--- src/rtl/semaforo_driver.sv ---
// semaforo_driver: sweeps the (A,B) codes 00..11 into a semaforo block,
// holding each code DWELL*REPEAT cycles and capturing {TV,PC,ALEX} at the
// end of each hold into a 12-bit result word.
// Optional macro SEMAFORO_STABILITY_CHECK_EN adds per-code sticky flags that
// record any change of the observed outputs after the first cycle of a hold.
module semaforo_driver #(
    parameter int DWELL  = 20,
    parameter int REPEAT = 2
) (
    input  logic        clk,
    input  logic        rst_n,
    input  logic        start,
    output logic        A,
    output logic        B,
    input  logic        TV,
    input  logic        PC,
    input  logic        ALEX,
    output logic        busy,
    output logic        done,
    output logic [1:0]  step,
    output logic [11:0] result,
    output logic [3:0]  unstable
);

    localparam int HOLD = DWELL * REPEAT;
    localparam int CW   = $clog2(HOLD + 1);
    localparam logic [CW-1:0] CNT_LAST = CW'(HOLD - 1);

    typedef enum logic {IDLE, RUN} state_t;

    state_t         state_q, state_d;
    logic [CW-1:0]  cnt_q, cnt_d;
    logic [1:0]     step_q, step_d;
    logic [11:0]    result_q, result_d;
    logic           done_q, done_d;
    logic [2:0]     obs;
    logic           accept;

    assign obs    = {TV, PC, ALEX};
    assign accept = (state_q == IDLE) && start;

    // Sweep sequencing: accept start, count hold cycles, capture and advance.
    always_comb begin
        state_d  = state_q;
        cnt_d    = cnt_q;
        step_d   = step_q;
        result_d = result_q;
        done_d   = 1'b0;
        case (state_q)
            IDLE: begin
                if (start) begin
                    state_d  = RUN;
                    cnt_d    = '0;
                    step_d   = '0;
                    result_d = '0;
                end
            end
            RUN: begin
                if (cnt_q == CNT_LAST) begin
                    result_d[3*step_q +: 3] = obs;
                    cnt_d = '0;
                    if (step_q != 2'd3) begin
                        step_d = step_q + 2'd1;
                    end else begin
                        state_d = IDLE;
                        done_d  = 1'b1;
                    end
                end else begin
                    cnt_d = cnt_q + CW'(1);
                end
            end
        endcase
    end

    // Sweep state registers.
    always_ff @(posedge clk or negedge rst_n) begin
        if (!rst_n) begin
            state_q  <= IDLE;
            cnt_q    <= '0;
            step_q   <= '0;
            result_q <= '0;
            done_q   <= 1'b0;
        end else begin
            state_q  <= state_d;
            cnt_q    <= cnt_d;
            step_q   <= step_d;
            result_q <= result_d;
            done_q   <= done_d;
        end
    end

`ifdef SEMAFORO_STABILITY_CHECK_EN
    logic [2:0] prev_q, prev_d;
    logic [3:0] unstable_q, unstable_d;

    // Flag a change against last cycle's sample; the first hold cycle is settle time.
    always_comb begin
        prev_d     = obs;
        unstable_d = unstable_q;
        if (accept) begin
            unstable_d = '0;
        end else if (state_q == RUN && cnt_q != '0 && obs != prev_q) begin
            unstable_d[step_q] = 1'b1;
        end
    end

    // Stability registers.
    always_ff @(posedge clk or negedge rst_n) begin
        if (!rst_n) begin
            prev_q     <= '0;
            unstable_q <= '0;
        end else begin
            prev_q     <= prev_d;
            unstable_q <= unstable_d;
        end
    end

    assign unstable = unstable_q;
`else
    logic unused_accept;
    assign unused_accept = accept;
    assign unstable      = 4'b0000;
`endif

    assign A      = step_q[1];
    assign B      = step_q[0];
    assign step   = step_q;
    assign busy   = (state_q == RUN);
    assign done   = done_q;
    assign result = result_q;

endmodule
--- config.mk ---
export PLATFORM = sky130hd
export DESIGN_NAME = semaforo_driver
export DESIGN_NICKNAME = d
export VERILOG_FILES = /design/src/rtl/semaforo_driver.sv
export SDC_FILE = /design/constraint.sdc
export NUM_CORES = 1
export LEC_CHECK = 0
export CAP_MARGIN = 10
export CORE_MARGIN = 2
export CORE_UTILIZATION = 35
export CTS_CLUSTER_DIAMETER = 30
export DETAILED_ROUTE_END_ITERATION = 10
export PLACE_DENSITY = 0.61
export SYNTH_ARGS = -nofsm -noshare
export SYNTH_HDL_FRONTEND = slang
export SYNTH_SLANG_ARGS = --single-unit
--- constraint.sdc ---
create_clock -name clk -period 2.1 [get_ports clk]
set_input_delay 0.42 -clock clk [delete_from_list [all_inputs] [get_ports clk]]
set_output_delay 0.42 -clock clk [all_outputs]
set_load 0.01 [all_outputs]
# Yosys cells after proc, flatten, opt, wreduce, memory -nomap -nowiden
# Index checks and enable logic that the tools add are counted.
# classes
add_sub_neg	3
n_mul	1
eq_ne	5
shift	2
n_mux	18
n_bitwise	1
reduce_logical	2
# ops
operator	count
4-bit negation with 34-bit output	1
3-bit by 34-bit variable shift with 12-bit output, first input constant	1
3-bit by 34-bit indexed part select with 12-bit output	1
12-bit two-way mux	2
12-bit case mux with 2 select lines	1
12-bit bitwise mux	1
6-bit two-way mux	2
6-bit case mux with 2 select lines	1
6-bit by 1-bit adder with 6-bit output, second input constant	1
6-bit equality test, second input constant	1
1-bit two-way mux	6
2-bit two-way mux	3
2-bit by 2-bit multiplier with 4-bit output, first input constant	1
2-bit by 1-bit != test with 1-bit output, second input constant	2
2-bit != test, second input constant	2
2-bit case mux with 2 select lines	1
3-bit AND reduction	1
2-bit by 1-bit adder with 2-bit output, second input constant	1
1-bit case mux with 2 select lines	1
2-bit AND reduction	1
1-bit NOT	1
# word_totals
register_bits	22
out_inout_bits	22

# Depth between registers and ports, before layout
# logic_depth
ltp_word	6
mapped_depth	5
ltp_nobuf	5

# Worst setup path after synthesis
# OpenSTA, ideal clock, no wires.
# synth_path
kind	reg-to-reg
from	register step_q[0], in the netlist step[0]
to	register result_q[6], in the netlist result[6]
arrival_ns	1.630
required_ns	2.021
path_slack_ns	0.391
path_stages_with_launch	6
path_buffers	0
synth_period_minus_slack_ns	1.709
cell_sequence	dfrtp_1 inv_1 ha_1 nor4bb_1 nand3_1 mux2i_1
# synth_between
elab_chain_cells	6
# synth_lines
element	line_no	source
start: declaration	33	logic [1:0] step_q, step_d;
start signal: assignment	86	step_q <= step_d;
2-bit by 2-bit multiplier with 4-bit output *	60	result_d[3*step_q +: 3] = obs;
4-bit negation with 34-bit output *	60	
3-bit by 34-bit indexed part select with 12-bit output or 3-bit by 34-bit variable shift with 12-bit output (tied branches)	60	
12-bit bitwise mux *	60	
12-bit two-way mux *	59	if (cnt_q == CNT_LAST) begin
12-bit case mux with 2 select lines *	49	case (state_q)
end signal: assignment	87	result_q <= result_d;
end: declaration	34	logic [11:0] result_q, result_d;
# Every way passes the cells marked *; elsewhere a longest branch is shown, timed or not. The select of a mux whose other input is x is not followed.
# A chain may end at the register's enable or synchronous reset.

# Worst setup path after layout
# layout_path
from	register step_q[1], in the netlist step[1]
to	register result_q[8], in the netlist result[8]
# The elaborated chain is that of the path after synthesis.

==> run summary <==
routed vias/inst = 4.78
synth warn = 0
Die X = 64.6 µm
Clk Latency, worst-skew pair = 270 ps
RR Startpoint = step[1]
Setup CP Type = register to register
Setup TNS = 0 ps
final setup skew = 8.92 ps
P_leak = 0.721 nW
CTS Buf Count = 3
initial antenna violation count = 0
CP Cell Sequence = inv_1 -> ha_1 -> nor4bb_1 -> nand3_1 -> mux2i_1
DR iter-0 viols = 15
Hold Slack = 500 ps
CP max FO = 8
Post-route DRC = 0
antenna violation net count after detailed routing = 0
DP HPWL = 1.92 mm
Core Area = 3610 µm²
area of the die = 4170 µm²
maximum buffer depth of the clock tree = 2
hold buffers post-CTS = 0
PostCTS Resize Cnt = 0
max cap viols = 0
met2 WL = 1.25 mm
ys async rst share = 1.00
most common cell after layout, fill and taps aside = clkdlybuf4s50_1
first-pass detailed-route iteration total = 3
Routed WL = 2.53 mm
Final period util = 0.871
post-CTS repair timing setup buffer count = 0
Num Clock Sinks = 22
vias = 917
final number of hold-violating endpoints = 0
worst slack, placed = 286 ps
CP max-delay cell = nor4bb_1
CP Launch Type = register
Final Wtd Congestion = 0.805
register area share after synthesis = 0.428
non-filler cells, final = 192
CP endpoint kind = register
placed cells = 188
Buf+Inv Stages, Crit Path = 1
first-pass GRT wire length = 4.32 mm
# IOs = 28
share of post-route cells with drive strength above 1 = 0.111
top routing layer in use = met4
Design Area, Final = 1600 µm²
Layout Nets = 157
largest net degree at the start of global routing = 23
VDD IR max = 638 µV
total power = 1.88 mW
outcome = finished, final reports clean
vias in the first global route = 924
met3 wire length = 102 µm
CP Data Required Time = 2290 ps
gr usage total = 0.133
area post-placement = 1530 µm²
FF-to-FF setup slack = 270 ps
RR Endpoint = result[8]
Synth Cell Area = 1280 µm²
met1 WL = 1.17 mm
register clock-pin slew on the reported worst setup and hold paths = 90 ps
post-synthesis cell type count = 41
initial cell density of the core = 0.356
fin crit period = 1830 ps
post-synthesis instance total = 121
antenna fix cells = 0
fin util = 0.443
CP delay by family, top = simple AND/OR/NAND/NOR gates
Worst EP arrival = 2020 ps
Post-synth EDFFs = 0
total grt overflow = 0
FP Rows = 22
Final Max Slew Viols = 0
CP max stage delay = 490 ps
Layout area overhead = 24.3%
number of port buffers = 23
H-tree depth = 1
drt wl/cell = 13.2 µm
DIE HEIGHT = 64.6 µm
power density over the cells = 1180 nW/µm²
setup ws final = 271 ps
synthesized area per cell = 10.6 µm²
RSZ-0062 raised after global routing = no
worst min-delay path category = input pin to asynchronous set/reset pin
Achievable Freq = 547 MHz
final setup vio count = 0
most frequent cells in the layout = clkdlybuf4s50_1, dfrtp_1, nand2_1
root buf cell = clkbuf_8
Synth Register Bits = 22
TritonCTS clock tree = yes
cells on worst reg2reg path = 5
Primary FF master, synth = dfrtp_1
-- how the worst max path moves through the flow --
stage,to,cells after the start,startpoint
after floorplan,result[6],5,step[0]
after global placement,result[7],5,step[1]
after detailed placement,result[8],5,step[1]
after CTS,result[8],5,step[1]
after global routing,result[8],5,step[1]
final,result[8],5,step[1]
-- registers in the layout, summed over array words and instances, names as in the netlist --
signal,flops
result,12
step,2
done,1
cnt_q,6
busy,1
-- final cells by class --
| class | instances | area, µm² |
|---|---|---|
| timing repair buffer | 27 | 260 |
| sequential | 22 | 551 |
| clock buffer | 3 | 41.3 |
| multi-input combinational | 86 | 637 |
| tap | 48 | 60.1 |
| fill | 363 | 2010 |
| inverter | 5 | 18.8 |
| clock inverter | 1 | 30.0 |
-- layer usage --
| layer | track usage | vias up |
|---|---|---|
| met1 | 0.163 | 431 |
| met4 | 0.0239 | 0 |
| met2 | 0.230 | 16 |
| li1 | - | 468 |
| met5 | 0 | - |
| met3 | 0.0417 | 2 |
-- cell usage after synthesis (2+ instances only) --
| library cell | instances | area [µm²] |
|---|---|---|
| nand3_1 | 4 | 20.0 |
| buf_4 | 6 | 45.0 |
| and4b_1 | 2 | 20.0 |
| dfrtp_1 | 22 | 551 |
| and2_1 | 2 | 12.5 |
| buf_2 | 2 | 10.0 |
| nand3_4 | 2 | 35.0 |
| a31oi_1 | 2 | 12.5 |
| inv_1 | 5 | 18.8 |
| mux2i_1 | 12 | 120 |
| nor2_1 | 4 | 15.0 |
| nand4_1 | 4 | 25.0 |
| ha_1 | 6 | 75.1 |
| a22o_1 | 2 | 17.5 |
| nand2_1 | 20 | 75.1 |
-- cells by family (layout without fill, tap and decap cells) --
group                      Yosys count  in the layout  synth area share
and+or+nand+nor                     48             48             0.235
DFF                                 22             22             0.428
buffers and inverters               16             36            0.0847
AOI/OAI and AO/OA                   14             14            0.0818
muxes                               13             13             0.102
adders and majority gates            6              6            0.0584
other                                1              4           0.00292
xor gates and xnor gates             1              1           0.00682
-- power by group --
part / internal (mW) / total [mW] / switching (mW)
registers: 0.534 / 0.650 / 0.116
logic: 0.402 / 0.830 / 0.428
clock network: 0.255 / 0.398 / 0.143
total: 1.19 / 1.88 / 0.688
-- worst register-to-register path: stages (launching register included) --
cell      delay (ps)
dfrtp_1          440
inv_1            130
ha_1             430
nor4bb_1         490
nand3_1          120
mux2i_1          150
Note: power is estimated with default switching activity, not from simulation.
==> variant, RTL diff (same settings) <==
Build with the macro `SEMAFORO_STABILITY_CHECK_EN` defined.
--- a/src/rtl/semaforo_driver.sv
+++ b/src/rtl/semaforo_driver.sv
@@ -3,6 +3,8 @@
 // end of each hold into a 12-bit result word.
 // Optional macro SEMAFORO_STABILITY_CHECK_EN adds per-code sticky flags that
 // record any change of the observed outputs after the first cycle of a hold.
+`define SEMAFORO_STABILITY_CHECK_EN
+
 module semaforo_driver #(
     parameter int DWELL  = 20,
     parameter int REPEAT = 2
Behaviour: not the same (Yosys sat finds a counterexample within 4 cycles, from zero or initial values and one cycle with rst_n low).
==> variant against the original RTL <==
  * Power up 29%
  * Worst setup slack worse by 0.16 ns
  * Wire length grew 37%
  * Design area rose by 26%
  * Clock skew decreased by 0.0029 ns
  * Maximum frequency shrank 8.1%
  * Area after synthesis grew 19%
  * Sequential cell count up 7
  * Final cell count grew 24%
==> variant: results (changes against the original RTL) <==
cp_top_family: "flip-flops"
synth-compound-area-share_pct: 10.7  # +2.5 points
htree_levels: 2  # +1
p_clk_uw: 601  # +51%
netlist_top_cells_count: "dfrtp_1 (29), nand2_1 (25), ha_1 (9)"
ys_types: 36  # -12%
drt_iter0_drc: 68  # +53
grt_pass1_wl_mm: 5.97  # +38%
p_seq_share_pct: 36.6  # +2.0 points
place_area_sq_mm: 0.00189  # +24%
dr.pass1.iters: 4  # +1
finClkSkew_ns: 0.00599  # -0.00293 ns
grt_max_degree: 30  # +30%
ff2ff_setup_slack_ns: 0.22  # -0.05 ns
drive_gt1_share_pct: 13.4  # +2.3 points
worstHoldPathType: "reg -> reg"
end_kind: "output port"
cts_buffers: 5  # +2
timing.rr.start: "cnt_q[0]$_DFFE_PN0P_"
critPathMaxStageDelay_ns: 0.65  # +0.16 ns
seq_area_frac_synth_pct: 47.5  # +4.7 points
wl_mm: 3.48  # +37%
synth_adder_area_share_pct: 7.38  # +1.5 points
status: "finished clean"
syn_avg_cell_area_sq_um: 10.1  # -4.8%
dpl.hpwl_mm: 2.55  # +32%
rr_worst_depth: 4  # -1
path_clk_slew_ns: 0.07  # -0.02 ns
crit_slowest_cell: "dfrtp_1"
synth_xor_area_share_pct: 2.30  # +1.6 points
vias: 1230  # +34%
dp_slack_ns: 0.233  # -0.0529 ns
fin_hold_ws_ns: 0.488  # -0.0121 ns
leakage_nw: 0.921  # +28%
startpoint: "busy$_DFF_PN0_"
synth_area_leaders: "dfrtp_1 (48%), ha_1 (7.4%), nand2_1 (6.1%)"
critPathCapture: "busy"
## variant: changes by cell type after synthesis, moves of 4 or more
| cell | unedited run | this run |
|---|---|---|
| nand2_1 | 20 | 25 |
| o21ai_0 | 1 | 8 |
| dfrtp_1 | 22 | 29 |
| nor3b_1 | 0 | 4 |
| mux2_2 | 1 | 6 |
| mux2i_1 | 12 | 7 |
| buf_4 | 6 | 2 |
## variant: layout make-up
type,count,area [sq um]
clock buffers,6,82.6
flip-flops and latches,29,726
repair buffers,37,345
multi-input cells,104,721
clock inverters,2,37.5
inverters,8,30.0
fillers,389,2260
well taps,52,65.1
## variant: per-layer routing
layer,GRT usage [%],vias to the layer above,part of all wire (%)
li1,-,594,-
met1,19.8,587,43
met2,24.4,42,49
met3,4.76,7,5.7
met4,5.34,0,2.1
met5,0,-,0
## variant: worst min-delay path: cells and delay by family, from the launching register on
family	cells	cell delay (ns)
flip-flops	1	0.35
AO/OA/AOI/OAI	1	0.05
AND/OR/NAND/NOR	1	0.05
